`src/rtl/pc_fetch_unit.sv`:
```
// pc_fetch_unit
// Instruction-fetch stage. It owns the program counter and issues one request
// at a time to instruction memory. It presents each fetched instruction to
// decode and holds it there until decode accepts it. A redirect from the
// branch comparator overrides everything else and produces a one-cycle flush.
//
// Handshakes (valid/ready): a transfer happens on a rising clk edge where both
// valid and ready are high. The valid side keeps its payload stable until that
// edge. The memory response channel has no ready signal, because the fetch
// unit always takes imem_rvalid while in WAIT.
//
// Ports:
//   clk, rst_n              clock, asynchronous active-low reset
//   br_taken, br_target     redirect request and target from the comparator
//   imem_req, imem_addr     fetch request valid and address (addr = pc)
//   imem_ready              memory accepts the request this cycle
//   imem_rvalid, imem_rdata response valid and instruction word
//   id_ready                decode accepts the presented instruction
//   if_valid, if_instr,
//   if_pc                   instruction presented to decode and its address
//   flush                   one-cycle pulse the cycle after a redirect
//   dbg_state               current FSM state (0=FETCH, 1=WAIT, 2=HOLD)
module pc_fetch_unit #(
  parameter logic [15:0] RESET_PC = 16'h0000,
  parameter logic [15:0] PC_STEP  = 16'd1
) (
  input  logic        clk,
  input  logic        rst_n,
  input  logic        br_taken,
  input  logic [15:0] br_target,
  output logic        imem_req,
  output logic [15:0] imem_addr,
  input  logic        imem_ready,
  input  logic        imem_rvalid,
  input  logic [15:0] imem_rdata,
  input  logic        id_ready,
  output logic        if_valid,
  output logic [15:0] if_instr,
  output logic [15:0] if_pc,
  output logic        flush,
  output logic [1:0]  dbg_state
);

  typedef enum logic [1:0] {
    S_FETCH = 2'd0,
    S_WAIT  = 2'd1,
    S_HOLD  = 2'd2
  } state_e;

  state_e      state_q, state_d;
  logic [15:0] pc_q, pc_d;
  logic [15:0] req_pc_q, req_pc_d;
  logic        discard_q, discard_d;
  logic        if_valid_q, if_valid_d;
  logic [15:0] if_instr_q, if_instr_d;
  logic [15:0] if_pc_q, if_pc_d;
  logic        flush_q, flush_d;

  always_ff @(posedge clk or negedge rst_n) begin
    if (!rst_n) begin
      state_q    <= S_FETCH;
      pc_q       <= RESET_PC;
      req_pc_q   <= 16'h0000;
      discard_q  <= 1'b0;
      if_valid_q <= 1'b0;
      if_instr_q <= 16'h0000;
      if_pc_q    <= 16'h0000;
      flush_q    <= 1'b0;
    end else begin
      state_q    <= state_d;
      pc_q       <= pc_d;
      req_pc_q   <= req_pc_d;
      discard_q  <= discard_d;
      if_valid_q <= if_valid_d;
      if_instr_q <= if_instr_d;
      if_pc_q    <= if_pc_d;
      flush_q    <= flush_d;
    end
  end

  always_comb begin
    state_d    = state_q;
    pc_d       = pc_q;
    req_pc_d   = req_pc_q;
    discard_d  = discard_q;
    if_valid_d = if_valid_q;
    if_instr_d = if_instr_q;
    if_pc_d    = if_pc_q;
    flush_d    = br_taken;

    case (state_q)
      S_FETCH: begin
        if (imem_ready) begin
          req_pc_d  = pc_q;
          state_d   = S_WAIT;
          // A request accepted in the same cycle as a redirect is still
          // outstanding at memory, so its response has to be thrown away.
          discard_d = br_taken;
        end
      end
      S_WAIT: begin
        if (imem_rvalid) begin
          discard_d = 1'b0;
          state_d   = S_FETCH;
          if (!discard_q && !br_taken) begin
            if_instr_d = imem_rdata;
            if_pc_d    = req_pc_q;
            if_valid_d = 1'b1;
            pc_d       = req_pc_q + PC_STEP;
            state_d    = S_HOLD;
          end
        end else if (br_taken) begin
          discard_d = 1'b1;
        end
      end
      S_HOLD: begin
        // A redirect drops the held instruction even if decode is ready.
        if (id_ready || br_taken) begin
          if_valid_d = 1'b0;
          state_d    = S_FETCH;
        end
      end
      default: begin
        state_d = S_FETCH;
      end
    endcase

    // A redirect takes priority over the sequential pc update.
    if (br_taken) begin
      pc_d       = br_target;
      if_valid_d = 1'b0;
    end
  end

  // The request is gated by rst_n so that it drops as soon as reset asserts.
  assign imem_req  = rst_n && (state_q == S_FETCH);
  assign imem_addr = pc_q;
  assign if_valid  = if_valid_q;
  assign if_instr  = if_instr_q;
  assign if_pc     = if_pc_q;
  assign flush     = flush_q;
  assign dbg_state = state_q;

endmodule
```
`config.mk`:
```
export PLATFORM = sky130hd
export DESIGN_NAME = pc_fetch_unit
export DESIGN_NICKNAME = d
export VERILOG_FILES = /design/src/rtl/pc_fetch_unit.sv
export SDC_FILE = /design/constraint.sdc
export NUM_CORES = 1
export LEC_CHECK = 0
export CAP_MARGIN = 20
export CORE_MARGIN = 5
export CORE_UTILIZATION = 40
export CTS_CLUSTER_DIAMETER = 200
export CTS_CLUSTER_SIZE = 20
export DETAILED_ROUTE_END_ITERATION = 10
export GPL_ROUTABILITY_DRIVEN = 0
export PLACE_DENSITY_LB_ADDON = 0.15
export RECOVER_POWER = 25
export SLEW_MARGIN = 20
export SYNTH_ARGS = -nofsm -noshare
export SYNTH_HDL_FRONTEND = slang
export SYNTH_SLANG_ARGS = --single-unit
```
`constraint.sdc`:
```
create_clock -name clk -period 2.1 [get_ports clk]
set_input_delay 0.63 -clock clk [delete_from_list [all_inputs] [get_ports clk]]
set_output_delay 0.63 -clock clk [all_outputs]
set_load 0.01 [all_outputs]
```
==> qor.txt, run 1 <==
================================================================================
Post-route antenna net violation count                                         0
Total wire length after detailed routing                                 7.35 mm
Wirelength per Cell                                                      16.1 um
Insertion delay to the later sink of the worst-skew pair                 0.35 ns
Mapped Area                                                             3040 um2
Leakage power                                                            1.79 nW
Num Clock Sinks                                                               69
Category of the most critical setup path                                 reg2out
Number of port buffers                                                        90
Overflow after GRT                                                             0
Peak fanout along the critical path                                            9
Main flop type after synthesis                                      sky130_fd_sc_hd__dfrtp_1
DR DRC count                                                                   0
DRT iter0 DRCs                                                                94
Ratio of cells with drive above 1 in the final layout                      0.226
Pin count of the biggest net entering global routing                          70
Total clock buffers created by CTS                                             9
First-pass iteration count of the detailed router                              4
Synth async-reset ratio                                                     1.00
Startpoint of the lowest-slack hold path                            if_instr[2]$_DFFE_PN0P_
Maximum operating frequency                                              490 MHz
Type of destination of the critical path                              output pin
Wire length of the first global-routing pass                             12.3 mm
Cell types occupying the most area after synthesis                  sky130_fd_sc_hd__dfrtp_1, sky130_fd_sc_hd__mux2_2, sky130_fd_sc_hd__nand2_1, sky130_fd_sc_hd__nor2_1, sky130_fd_sc_hd__nor3b_1
Fin util                                                                   0.595
Shortest period the worst path allows                                    2.04 ns
Via count of the first global-routing pass                                  2415
Reg-to-Reg Start                                                    req_pc_q[1]$_DFFE_PN0P_
Launching element type of the critical path                                 flop
I/O Pins                                                                      91
Net count after synthesis                                                    292
Actual slew at the worst max-slew pin                                    1.51 ns
Logic depth of the worst register-to-register path                             5
Worst Hold Endpoint                                                 if_instr[2]$_DFFE_PN0P_
Status                                                              complete, but fails checks
Via count normalized by instance count                                      5.03
Number of distinct library cells after synthesis                              35
Failing checks                                                      capacitance limit, slew limit
Part of the cycle the worst path needs                                     0.971
Worst max-slew margin expressed relative to the limit                   -0.00733
Die boundary width                                                       97.2 um
Total power after layout                                               0.00508 W
Number of setup buffers added after CTS                                        0
DP HPWL                                                                  5.28 mm
Fin. Hold Viols                                                                0
Seq cells post-synth                                                          69
Worst reg-to-reg setup slack                                             0.11 ns
Clock root buffer                                                   sky130_fd_sc_hd__clkbuf_8
Max VDD drop                                                            0.511 mV
Post-synthesis cell type with the largest combined area             sky130_fd_sc_hd__dfrtp_1
Nets                                                                         392
CTS tree                                                                    done
Area growth syn-to-layout                                                  43.5%
CP Data Arrival Time                                                     1.41 ns
Cells resized by post-CTS repair                                               1
Hold-fix buffers, CTS                                                          0
Capture instance of the worst register-to-register path             imem_addr[12]$_DFFE_PN0P_
Number of cells produced by synthesis                                        253
Avg Cell Area, Syn                                                      12.0 um2
Cells on Worst Hold Path                                                       1
Max-cap violations                                                             1
Worst Hold Class                                                         reg2reg
Maximum root-to-sink buffer count                                              2
Setup repair after global routing missed its margin                           no
Antenna cell count                                                             0
Number of antenna violations at the first check in global routing              0
Sequential-to-total area share from yosys stat                             0.568
Vias                                                                        2300
Die Y-Extent                                                             97.2 um
Clock-pin transition on the worst setup and hold timing paths            0.09 ns
Core footprint                                                          7330 um2
Number of warnings printed during yosys synthesis                              0
Standard-cell row count                                                       31
Area share of the largest cell type after synthesis                        0.568
Number of synthesized flops with an enable pin                                 0
Area of the die                                                         9440 um2
Number of pins with negative max-slew slack in the final report               69
Effective utilization at floorplan                                         0.415
Global-route usage over all layers                                         0.162
CP Data Required Time                                                    1.47 ns
Worst clock skew on the final layout                                   0.0121 ns
Power per standard cell area                                         1160 nW/um2
Depth of the CTS H-tree                                                        3
Final count of negative-setup-slack endpoints                                  0
================================================================================
placed cells by master, fill, tap and decap left out, types with 2 or more instances in the layout:
cell	n
sky130_fd_sc_hd__clkdlybuf4s50_1	88
sky130_fd_sc_hd__buf_12	4
sky130_fd_sc_hd__nor2_1	17
sky130_fd_sc_hd__xnor2_1	5
sky130_fd_sc_hd__nor3b_1	7
sky130_fd_sc_hd__nor3_1	6
sky130_fd_sc_hd__nand3_1	6
sky130_fd_sc_hd__mux2i_1	4
sky130_fd_sc_hd__mux2_2	44
sky130_fd_sc_hd__inv_1	6
sky130_fd_sc_hd__dfrtp_1	69
sky130_fd_sc_hd__nand2_1	19
sky130_fd_sc_hd__o31ai_1	4
sky130_fd_sc_hd__o21ai_0	10
sky130_fd_sc_hd__a21oi_1	7
sky130_fd_sc_hd__nor4_1	4
sky130_fd_sc_hd__inv_6	2
sky130_fd_sc_hd__a221o_1	4
sky130_fd_sc_hd__nand4_1	4
sky130_fd_sc_hd__xor2_1	3
sky130_fd_sc_hd__buf_4	10
sky130_fd_sc_hd__o211ai_1	2
sky130_fd_sc_hd__clkinvlp_4	2
sky130_fd_sc_hd__clkbuf_8	9
sky130_fd_sc_hd__or4_1	2
flip-flops by register name (all words and copies together), names as in the netlist:
| name | count |
|---|---|
| discard_q | 1 |
| if_instr | 16 |
| dbg_state | 2 |
| if_valid | 1 |
| req_pc_q | 16 |
| imem_addr | 16 |
| flush | 1 |
| if_pc | 16 |
where the power goes:
part,total (W),switching [W],internal (W)
registers,0.00216,0.000364,0.00179
clock network,0.00112,0.000554,0.000566
logic,0.00181,0.000667,0.00114
how the worst max path moves through the flow:
| stage | start | to | depth (start not counted) | slack [ns] |
|---|---|---|---|---|
| finish | dbg_state[0]$_DFFE_PN0P_ | dbg_state[0] | 2 | 0.06 |
| floorplan | dbg_state[1]$_DFFE_PN0P_ | if_instr[6]$_DFFE_PN0P_ | 6 | 0.26 |
| detailed placement | imem_rvalid | if_instr[5]$_DFFE_PN0P_ | 5 | -0.11 |
| global route | dbg_state[0]$_DFFE_PN0P_ | dbg_state[0] | 2 | 0.01 |
| global placement | imem_rvalid | imem_addr[12]$_DFFE_PN0P_ | 5 | -0.06 |
| CTS | dbg_state[0]$_DFFE_PN0P_ | dbg_state[0] | 2 | 0.04 |
worst max-delay path, stage by stage, from the launching register on:
cell and delay, ns:
sky130_fd_sc_hd__dfrtp_1 0.36, sky130_fd_sc_hd__buf_4 0.17, sky130_fd_sc_hd__clkdlybuf4s50_1 0.54
logic make-up after synthesis:
family          synth area share
simple gates               0.127
buf+inv                   0.0300
fa+ha+maj                0.00411
xor+xnor                  0.0230
compound gates            0.0716
flops                      0.568
mux                        0.176
layout make-up:
class	count	area [um2]
inverters	6	22.5
multi-input cells	163	1230
repair buffers	104	1050
clock buffers	9	124
well taps	99	124
flip-flops and latches	69	1730
fillers	619	2970
clock inverters	7	82.6
metrics by stage:
step	hold WS, ns	area [um2]	setup slack [ns]	setup TNS [ns]	instances
floorplan	0.334	3040	0.264	0	253
global placement	0.489	4160	-0.0612	-1.21	441
detailed placement	0.495	4160	-0.108	-2.65	441
CTS	0.515	4370	0.0398	0	457
global route	0.536	4360	0.0110	0	457
finish	0.510	4360	0.0599	0	457
routing by layer:
metal  track usage  vias up  part of all wire
met5             0        -                 0
met4        0.0691        0             0.015
met1         0.206     1135              0.46
met2         0.264       52              0.48
li1              -     1102                 -
met3        0.0388       11             0.046
synthesized netlist by cell type (2+ instances only):
| library cell | number |
|---|---|
| sky130_fd_sc_hd__buf_2 | 7 |
| sky130_fd_sc_hd__a221o_1 | 4 |
| sky130_fd_sc_hd__a21oi_1 | 7 |
| sky130_fd_sc_hd__o21ai_0 | 10 |
| sky130_fd_sc_hd__o31ai_1 | 4 |
| sky130_fd_sc_hd__nor4_1 | 4 |
| sky130_fd_sc_hd__nand4_1 | 4 |
| sky130_fd_sc_hd__o211ai_1 | 2 |
| sky130_fd_sc_hd__xor2_1 | 3 |
| sky130_fd_sc_hd__clkbuf_1 | 7 |
| sky130_fd_sc_hd__mux2_2 | 44 |
| sky130_fd_sc_hd__mux2i_1 | 4 |
| sky130_fd_sc_hd__nand3_1 | 6 |
| sky130_fd_sc_hd__dfrtp_1 | 69 |
| sky130_fd_sc_hd__xnor2_1 | 5 |
| sky130_fd_sc_hd__inv_1 | 6 |
| sky130_fd_sc_hd__nand2_1 | 19 |
| sky130_fd_sc_hd__or4_1 | 2 |
| sky130_fd_sc_hd__nor2_1 | 18 |
| sky130_fd_sc_hd__nor3b_1 | 8 |
| sky130_fd_sc_hd__nor3_1 | 6 |
Power figures use the tool's default switching activity.
==> inputs of run 2 (changes only) <==
--- a/config.mk
+++ b/config.mk
@@ -14,7 +14,6 @@
 export GPL_ROUTABILITY_DRIVEN = 0
 export PLACE_DENSITY_LB_ADDON = 0.15
 export RECOVER_POWER = 25
-export SLEW_MARGIN = 20
 export SYNTH_ARGS = -nofsm -noshare
 export SYNTH_HDL_FRONTEND = slang
 export SYNTH_SLANG_ARGS = --single-unit
==> results of run 2 <==
Same layout as run 1: the final DEF is identical, and so are final timing and power.
==> inputs of run 3 (changes only) <==
--- a/config.mk
+++ b/config.mk
@@ -12,8 +12,10 @@
 export CTS_CLUSTER_SIZE = 20
 export DETAILED_ROUTE_END_ITERATION = 10
 export GPL_ROUTABILITY_DRIVEN = 0
+export GPL_TIMING_DRIVEN = 0
 export PLACE_DENSITY_LB_ADDON = 0.15
 export RECOVER_POWER = 25
+export REMOVE_ABC_BUFFERS = 1
 export SYNTH_ARGS = -nofsm -noshare
 export SYNTH_HDL_FRONTEND = slang
 export SYNTH_SLANG_ARGS = --single-unit
==> run 3 against run 2 <==
Compared with the run above: the flow now finishes without violations; register-to-register slack improved by 0.05 ns; final area increased by 1.9%; critical path type unchanged; flip-flop and latch count stayed put; cell count is 0.88% lower.
==> qor.txt, run 3 (synthesis results as in run 1) <==
================================================================================
Status                                                              finished clean
DR DRC count                                                                   0   unchanged
Post-route antenna net violation count                                         0   unchanged
Die Y-Extent                                                             97.2 um   unchanged
CP Data Required Time                                                    1.47 ns   about the same
Logic depth of the worst register-to-register path                             5   unchanged
Actual slew at the worst max-slew pin                                   0.802 ns   -0.709 ns
Wire length of the first global-routing pass                             12.2 mm   -0.33%
Routed wl met2                                                           3.52 mm   -0.98%
Nets                                                                         388   -1.0%
Depth of the CTS H-tree                                                        3   unchanged
Total wire length after detailed routing                                 7.34 mm   -0.16%
Antenna cell count                                                             0   unchanged
Met3 wire length                                                          453 um   +34%
Launching element type of the critical path                                 flop
Area growth syn-to-layout                                                  46.2%
CTS tree                                                                    done
Worst max-slew margin expressed relative to the limit                      0.465   +0.473
DP HPWL                                                                  4.79 mm   -9.4%
Hold-fix buffers, CTS                                                          0   unchanged
Critical path depth                                                            1   -1
Worst clock skew on the final layout                                  0.00844 ns   -0.00364 ns
Max VDD drop                                                            0.677 mV   +33%
Number of pins with negative max-slew slack in the final report                0   -100%
Vias                                                                        2303   +0.13%
Peak fanout along the critical path                                           10   +1
Category of the most critical setup path                                 reg2out
CP Launch Point                                                     dbg_state[1]$_DFFE_PN0P_
Met1 Wirelength                                                          3.30 mm   -1.4%
Leakage power                                                            1.83 nW   +2.3%
Part of the cycle the worst path needs                                     0.959   -0.0122
DRT iter0 DRCs                                                                87   -7.4%
Placed cell count                                                            430   -2.5%
Maximum root-to-sink buffer count                                              2   unchanged
I/O Pins                                                                      91   unchanged
Power per standard cell area                                         1200 nW/um2   +2.8%
Pin count of the biggest net entering global routing                          36   -49%
Worst Hold Class                                                        in2async
Final count of negative-setup-slack endpoints                                  0   unchanged
Overflow after GRT                                                             0   unchanged
Clock-pin transition on the worst setup and hold timing paths            0.07 ns   -0.02 ns
Layout filler cell count                                                     628   +1.5%
Standard-cell row count                                                       31   unchanged
Wirelength per Cell                                                      16.2 um   +0.72%
Delay of the slowest cell on the worst path                              0.57 ns   +0.03 ns
Critical path buffers and inverters                                            1   -1
Core footprint                                                          7330 um2   unchanged
Most common library cell in the layout ignoring fill and taps       sky130_fd_sc_hd__clkdlybuf4s50_1
Kind of cell adding the most delay to the critical path             buffers and inverters
Num Clock Sinks                                                               69   unchanged
Fin util                                                                   0.606   +0.0111
Max-cap violations                                                             0   -1
Total clock buffers created by CTS                                             9   unchanged
Setup repair after global routing missed its margin                           no
Insertion delay to the later sink of the worst-skew pair                 0.34 ns   about the same
First-pass iteration count of the detailed router                              4   unchanged
CP Data Arrival Time                                                     1.38 ns   -0.03 ns
Critical-path cell list                                             clkdlybuf4s50_1
Clock root buffer                                                   sky130_fd_sc_hd__clkbuf_8
Via count of the first global-routing pass                                  2394   -0.87%
Highest metal used                                                          met4
Type of destination of the critical path                              output pin
Shortest period the worst path allows                                    2.01 ns   -0.0257 ns
Slowest library cell on the worst path                              sky130_fd_sc_hd__clkdlybuf4s50_1
Die boundary width                                                       97.2 um   unchanged
Reg-to-Reg Start                                                    req_pc_q[0]$_DFFE_PN0P_
Final std cells w/o fill                                                     453   -0.88%
Number of antenna violations at the first check in global routing              0   unchanged
Total power after layout                                               0.00532 W   +4.7%
Leading cell types in the layout, fill and taps excluded            sky130_fd_sc_hd__clkdlybuf4s50_1, sky130_fd_sc_hd__dfrtp_1, sky130_fd_sc_hd__mux2_2
Ratio of cells with drive above 1 in the final layout                      0.226   -0.000268
Area of the die                                                         9440 um2   unchanged
Via count normalized by instance count                                      5.08   +1.0%
Effective utilization at floorplan                                         0.415   unchanged
Global-route usage over all layers                                         0.160   -0.00223
Fin. Hold Viols                                                                0   unchanged
Maximum operating frequency                                              496 MHz   +1.3%
Number of port buffers                                                        90   unchanged
================================================================================
-- run 3: cell count changes in the layout (fill, tap and decap cells not counted), moves of 2 or more --
cell	before	now
sky130_fd_sc_hd__buf_12	4	1
sky130_fd_sc_hd__buf_16	0	2
sky130_fd_sc_hd__buf_4	10	6
sky130_fd_sc_hd__bufinv_16	1	3
sky130_fd_sc_hd__clkbuf_8	9	11
sky130_fd_sc_hd__clkdlybuf4s50_1	88	86
sky130_fd_sc_hd__dfrtp_1	69	67
sky130_fd_sc_hd__dfrtp_2	0	2
sky130_fd_sc_hd__inv_6	2	0
-- run 3: path summary, 6_finish.rpt --
check | slack, ns | end
min in group clk | 0.51 | if_instr[3]$_DFFE_PN0P_
max in group asynchronous | 1.66 | dbg_state[1]$_DFFE_PN0P_
max reg2reg | 0.16 | imem_addr[12]$_DFFE_PN0P_
max | 0.09 | dbg_state[1]
min | 0.12 | if_pc[12]$_DFFE_PN0P_
min reg2reg | 0.51 | if_instr[3]$_DFFE_PN0P_
-- run 3: through the flow --
step / hold slack, ns / instance area (um2) / TNS [ns] / setup slack (ns)
6_report: 0.117 / 4450 / 0 / 0.0856
4_1_cts: 0.115 / 4430 / 0 / 0.0119
3_3_place_gp: 0.488 / 4000 / -303.66 / -3.23
3_5_place_dp: 0.495 / 4070 / -47.25 / -1.11
2_1_floorplan: 0.334 / 2970 / -49.90 / -1.11
5_1_grt: 0.110 / 4450 / 0 / 0.0203
-- run 3: layout make-up --
type,count,area (um2),share of cell area
Timing Repair Buffer,100,1050,0.237
Clock buffer,11,151,0.0341
Tap cell,99,124,0.0279
Sequential cell,69,1730,0.389
Multi-Input combinational cell,163,1260,0.283
Clock inverter,5,106,0.0239
Inverter,6,22.5,0.00507
-- run 3: what timing repair did --
action	4_1_cts	5_1_grt
resized for setup	11	1
setup endpoints to repair	52	31
gates cloned	1	0
setup buffers	4	2
pin swaps	1	1
endpoints found under the hold margin	0	0
-- run 3: where the power goes --
| group | internal, W | switching (W) |
|---|---|---|
| Clock | 0.000856 | 0.000510 |
| Sequential | 0.00179 | 0.000361 |
| Combinational | 0.00114 | 0.000663 |
-- run 3: metal layers --
layer,vias up,global-route usage
met5,-,0
met4,0,0.0497
met3,6,0.0567
met2,59,0.256
met1,1136,0.203
li1,1102,-
